`src/rtl/gray_counter_bank.sv`:
```
// gray_counter_bank: NCHAN binary/gray counters with step, wrap/saturate, sticky flags and a one-entry read-response buffer
module gray_counter_bank #(
  parameter int WIDTH = 4,
  parameter int NCHAN = 4,
  parameter int CHAN_W = (NCHAN > 1) ? $clog2(NCHAN) : 1,
  parameter int unsigned STEP = 1,
  parameter bit SATURATE = 0
) (
  input  logic              CLK,
  input  logic              RST,
  input  logic              increment__ENA,
  input  logic [CHAN_W-1:0] increment_chan,
  output logic              increment__RDY,
  input  logic              decrement__ENA,
  input  logic [CHAN_W-1:0] decrement_chan,
  output logic              decrement__RDY,
  input  logic              writeBin__ENA,
  input  logic [CHAN_W-1:0] writeBin_chan,
  input  logic [WIDTH-1:0]  writeBin_v,
  output logic              writeBin__RDY,
  input  logic              writeGray__ENA,
  input  logic [CHAN_W-1:0] writeGray_chan,
  input  logic [WIDTH-1:0]  writeGray_v,
  output logic              writeGray__RDY,
  input  logic              read__ENA,
  input  logic [CHAN_W-1:0] read_chan,
  output logic              read__RDY,
  output logic              rsp__ENA,
  output logic [WIDTH-1:0]  rsp_bin,
  output logic [WIDTH-1:0]  rsp_gray,
  output logic              rsp_flag,
  input  logic              rsp__RDY
);
  localparam logic [WIDTH:0] STEP_V = (WIDTH+1)'(STEP);
  logic [WIDTH-1:0] r_bin [NCHAN];
  logic [NCHAN-1:0] r_flag;
  logic [WIDTH-1:0] w_bin_nxt [NCHAN];
  logic [NCHAN-1:0] w_flag_nxt;
  logic [WIDTH-1:0] w_gbin, w_rd_bin, r_rsp_bin;
  logic             w_rd, w_rd_flag, r_rsp_ena, r_rsp_flag;
  assign increment__RDY = !RST;
  assign decrement__RDY = !RST;
  assign writeBin__RDY  = !RST;
  assign writeGray__RDY = !RST;
  assign read__RDY      = !RST && (!r_rsp_ena || rsp__RDY);
  assign w_rd           = read__ENA && read__RDY;
  assign rsp__ENA       = r_rsp_ena;
  assign rsp_bin        = r_rsp_bin;
  assign rsp_gray       = r_rsp_bin ^ (r_rsp_bin >> 1);
  assign rsp_flag       = r_rsp_flag;
  always_comb begin
    w_gbin = '0;
    for (int i = 0; i < WIDTH; i++) w_gbin[i] = ^(writeGray_v >> i);
  end
  always_comb begin
    w_rd_bin  = '0;
    w_rd_flag = 1'b0;
    for (int c = 0; c < NCHAN; c++) begin
      w_rd_bin  = (32'(read_chan) == c) ? r_bin[c] : w_rd_bin;
      w_rd_flag = (32'(read_chan) == c) ? r_flag[c] : w_rd_flag;
    end
  end
  for (genvar c = 0; c < NCHAN; c++) begin : g_ch
    logic             w_inc, w_dec, w_wb, w_wg, w_clr, w_evt;
    logic [WIDTH:0]   w_sum, w_dif;
    assign w_inc = increment__ENA && increment__RDY && 32'(increment_chan) == c;
    assign w_dec = decrement__ENA && decrement__RDY && 32'(decrement_chan) == c;
    assign w_wb  = writeBin__ENA && writeBin__RDY && 32'(writeBin_chan) == c;
    assign w_wg  = writeGray__ENA && writeGray__RDY && 32'(writeGray_chan) == c;
    assign w_clr = w_rd && 32'(read_chan) == c;
    assign w_sum = {1'b0, r_bin[c]} + STEP_V;
    assign w_dif = {1'b0, r_bin[c]} - STEP_V;
    assign w_evt = !w_wb && !w_wg && ((w_inc && !w_dec && w_sum[WIDTH]) || (w_dec && !w_inc && w_dif[WIDTH]));
    assign w_bin_nxt[c] = w_wb ? writeBin_v :
                          w_wg ? w_gbin :
                          (w_inc && !w_dec) ? ((SATURATE && w_sum[WIDTH]) ? '1 : w_sum[WIDTH-1:0]) :
                          (w_dec && !w_inc) ? ((SATURATE && w_dif[WIDTH]) ? '0 : w_dif[WIDTH-1:0]) :
                          r_bin[c];
    assign w_flag_nxt[c] = w_evt || (r_flag[c] && !w_clr);
  end
  always_ff @(posedge CLK) begin
    if (RST) begin
      for (int c = 0; c < NCHAN; c++) r_bin[c] <= '0;
      r_flag     <= '0;
      r_rsp_ena  <= 1'b0;
      r_rsp_bin  <= '0;
      r_rsp_flag <= 1'b0;
    end else begin
      for (int c = 0; c < NCHAN; c++) r_bin[c] <= w_bin_nxt[c];
      r_flag    <= w_flag_nxt;
      r_rsp_ena <= w_rd || (r_rsp_ena && !rsp__RDY);
      if (w_rd) begin
        r_rsp_bin  <= w_rd_bin;
        r_rsp_flag <= w_rd_flag;
      end
    end
  end
endmodule

```
`config.mk`:
```
export PLATFORM = sky130hd
export DESIGN_NAME = gray_counter_bank
export DESIGN_NICKNAME = d
export VERILOG_FILES = /design/src/rtl/gray_counter_bank.sv
export SDC_FILE = /design/constraint.sdc
export NUM_CORES = 1
export LEC_CHECK = 0
export ABC_AREA = 1
export CORE_ASPECT_RATIO = 1.75
export CORE_MARGIN = 5
export CORE_UTILIZATION = 30
export CTS_CLUSTER_SIZE = 14
export DETAILED_ROUTE_END_ITERATION = 16
export MAX_ROUTING_LAYER = met4
export PLACE_DENSITY = 0.59
export REMOVE_ABC_BUFFERS = 1
export SYNTH_ARGS = -nofsm -noshare
export SYNTH_HDL_FRONTEND = slang
export SYNTH_SLANG_ARGS = --single-unit
```
`constraint.sdc`:
```
create_clock -name CLK -period 2.2 [get_ports CLK]
set_clock_uncertainty 0.05 [all_clocks]
set_input_delay 0.55 -clock CLK [delete_from_list [all_inputs] [get_ports CLK]]
set_output_delay 0.55 -clock CLK [all_outputs]
set_load 0.05 [all_outputs]
```
==> flow_metrics.env <==
export IMPL_r2r_setup_slack_ns=0.67
export IMPL_drt_initial_drc_count=173
export IMPL_drc=0
export IMPL_status="finished clean"
export IMPL_max_cap_violations=0
export IMPL_critical_path_max_stage_delay_ns=0.42
export IMPL_yosysTopAreaCell="dfxtp_1"
export IMPL_layout_setup_ws_ns=0.0198
export IMPL_reg2reg_depth=6
export IMPL_hpwl_mm=6.31
export IMPL_worst_path_max_fanout=19
export IMPL_r2r_start="r_bin[0][8]"
export IMPL_crit_path_end_kind="output pin"
export IMPL_timing_final_crit_share_pct=99.1
export IMPL_yosys_top_cells_area="dfxtp_1 20%, nand2_1 15%, ha_1 7.8%, inv_1 6.9%, nand3_1 6.2%"
export IMPL_ys_seq_area_share_pct=20.3
export IMPL_worst_setup_path_start_kind="input pin"
export IMPL_cpMaxStageDelayCell="clkdlybuf4s50_1"
export IMPL_hold_start="r_flag[1]"
export IMPL_synth_commonest_cells="101 x nand2_1, 47 x inv_1, 35 x nor2_1"
export IMPL_die_area_um2=10600
export IMPL_ys_flop_type="dfxtp_1"
export IMPL_syn_area_per_cell_um2=6.45
export IMPL_final_util_pct=44.0
export IMPL_layout_drive_gt1_share_pct=23.9
export IMPL_place_gp_congestion=0.928
export IMPL_setup_viol_count_final=0
export IMPL_clk_path_buf_depth=2
export IMPL_worstSkewPairLatency_ns=0.27
export IMPL_grt_pass1_vias=2640
export IMPL_portBuffers=40
export IMPL_max_freq_mhz=459
export IMPL_crit_required_ns=1.60
export IMPL_grt_ovfl_total=0
export IMPL_numCtsBuffers=3
export IMPL_powerDensity_nw_per_um2=490
export IMPL_worstSetupPathType="in -> out"
export IMPL_hold_viol=0
export IMPL_cts_tree="done"
export IMPL_drt_pass1_iter_count=4
export IMPL_dieWidth_um=80.0
export IMPL_relSlewSlack_pct=66.2
export IMPL_nNetsFinal=504
export IMPL_cts_root_buf="clkbuf_16"
export IMPL_hold_class="reg -> reg"
export IMPL_crit_chain="clkdlybuf4s50_1, buf_6, inv_12, buf_8, buf_12"
export IMPL_synth_area_um2=2570
export IMPL_grt_util_all_layers_pct=15.1
export IMPL_cts_sinks=26
export IMPL_viasPerCell=4.82
export IMPL_synth_top_area_share_pct=20.3
export IMPL_ios=41
export IMPL_synth_edf_count=0
export IMPL_multiInputGateArea_um2=1970
export IMPL_initial_core_util_pct=30.9
export IMPL_ctsHoldBuffers=0
export IMPL_min_period_ns=2.18
export IMPL_chipHeight_um=132
export IMPL_worst_slew_pin_slew_ns=0.505
export IMPL_syn_inst=398
export IMPL_seq_area_um2=520
export IMPL_antenna_found_initial=0
export IMPL_worst_ir_drop_vdd_uv=293
export IMPL_rows=44
export IMPL_fillCellCount=861
export IMPL_rsz0062_at_grt="true"
export IMPL_core_um2=8310
export IMPL_place_ws_ns=-0.359
export IMPL_grt_pass1_wl_mm=12.4
export IMPL_slew_violations=0
export IMPL_p_leak_nw=1.69
export IMPL_area_growth_pct=42.5
export IMPL_yosysMostFrequentCell="nand2_1"
export IMPL_ys_ff_latch=26
export IMPL_antenna_left=0
export IMPL_min_to="r_flag[1]"
export IMPL_antenna_cells=0
export IMPL_path_clk_slew_ns=0.07
export IMPL_vias=2779
export IMPL_grt_start_max_net_pins=20
export IMPL_yosysUniqueCellTypes=38
export IMPL_cts_htree_levels=1
export IMPL_r2r_end="r_bin[0][9]"
export IMPL_cp_arrival_ns=1.58
export IMPL_wl_per_cell_um=13.7
export IMPL_ys_warn_count=0
export IMPL_holdPathStages=2
export IMPL_synthArstFlopShare_pct=0
export IMPL_wl_mm=7.89
[critical path: cells and delay by family]
kind,cells,cell delay (ns)
buffers and inverters,5,1.01
[layer usage]
layer  up-vias  track usage (%)  part of all wire, %
met3        24             1.43                  3.3
li1       1412                -                    -
met1      1267             15.3                   37
met2        76             28.2                   56
met4         0             7.05                  3.8
met5         -                -                    0
[cell families (layout without fill, tap and decap cells)]
logic type | after synthesis | in the layout | share of synthesized area, %
AO/OA/AOI/OAI | 73 | 73 | 16.0
AND/OR/NAND/NOR | 207 | 207 | 41.5
flip-flops | 26 | 26 | 20.3
buffers and inverters | 68 | 131 | 11.7
adder cells (fa/ha/maj) | 16 | 16 | 7.79
XOR/XNOR | 8 | 8 | 2.73
[metrics by stage]
stage / hold WS (ns) / power (mW) / TNS, ns / instances / area, um^2
final: 0.412 / 1.79 / 0 / 576 / 3660
after global routing: 0.444 / 1.89 / -0.295 / 576 / 3660
after CTS: 0.417 / 1.77 / 0 / 574 / 3510
after detailed placement: 0.407 / 1.20 / -6.44 / 570 / 3290
after global placement: 0.403 / 1.19 / -6.00 / 570 / 3290
after floorplan: 0.384 / 0.957 / -0.188 / 390 / 2510
[layout by cell type, fill, tap and decap left out, types with 2 or more instances in the layout]
master           synthesis  final
o21ai_2                  3      4
nand2_4                  5      7
nor3_4                   0      4
nor2_2                   2      2
xor2_1                   6      6
nor2_4                   3      3
nor3_2                   0      4
nand4_1                  4      4
nand3_2                  3      3
nor2_8                   5      5
ha_1                    16      8
o21ai_1                 11     16
dfxtp_1                 26     26
clkdlybuf4s50_1          0     29
o21ai_0                 25     19
buf_4                    4     27
buf_6                    1      2
o211ai_1                 3      3
nand2_1                101     98
nand3_4                  1      3
clkinv_2                 2      2
dlymetal6s2s_1           0      3
clkbuf_16                0      3
nor2_1                  35     35
inv_1                   47     46
a21oi_2                  2      5
a21oi_1                 22     19
inv_2                    8      9
ha_4                     0      8
nand3_1                 32     30
nand2_2                  5      6
buf_12                   0      5
xnor2_1                  2      2
a22oi_1                  4      4
[report_power, final]
part	internal (mW)	switching (mW)	leakage, nW
clock	0.363	0.190	0.0511
combinational	0.270	0.404	1.43
sequential	0.510	0.0538	0.214
[registers in the layout (all words and copies together) (netlist names)]
name,count
rsp_flag,1
r_bin,16
rsp__ENA,1
rsp_bin,4
r_flag,4
[final cells by class]
| class | instances | area share (%) |
|---|---|---|
| repair buffers | 67 | 18.3 |
| clock buffers | 3 | 2.05 |
| multi-input cells | 304 | 53.9 |
| well taps | 115 | 3.93 |
| clock inverters | 1 | 0.821 |
| flip-flops and latches | 26 | 14.2 |
| inverters | 60 | 6.77 |
[worst max-delay path by stage]
stage          slack [ns]  cells after the start            end       start
2_1_floorplan       -0.19                      1    rsp_gray[2]  rsp_bin[3]
3_3_place_gp        -0.35                     12    r_bin[0][7]         RST
3_5_place_dp        -0.36                     12   r_bin[0][15]         RST
4_1_cts             0.003                     17   r_bin[0][10]         RST
5_1_grt             -0.04                     17   r_bin[0][10]         RST
6_report             0.02                      5  writeBin__RDY         RST
[what timing repair did]
item	in CTS	in global routing
setup endpoints to repair	20	24
setup buffers	0	2
pin swaps	2	7
resized for setup	25	27
Power figures use the tool's default switching activity.
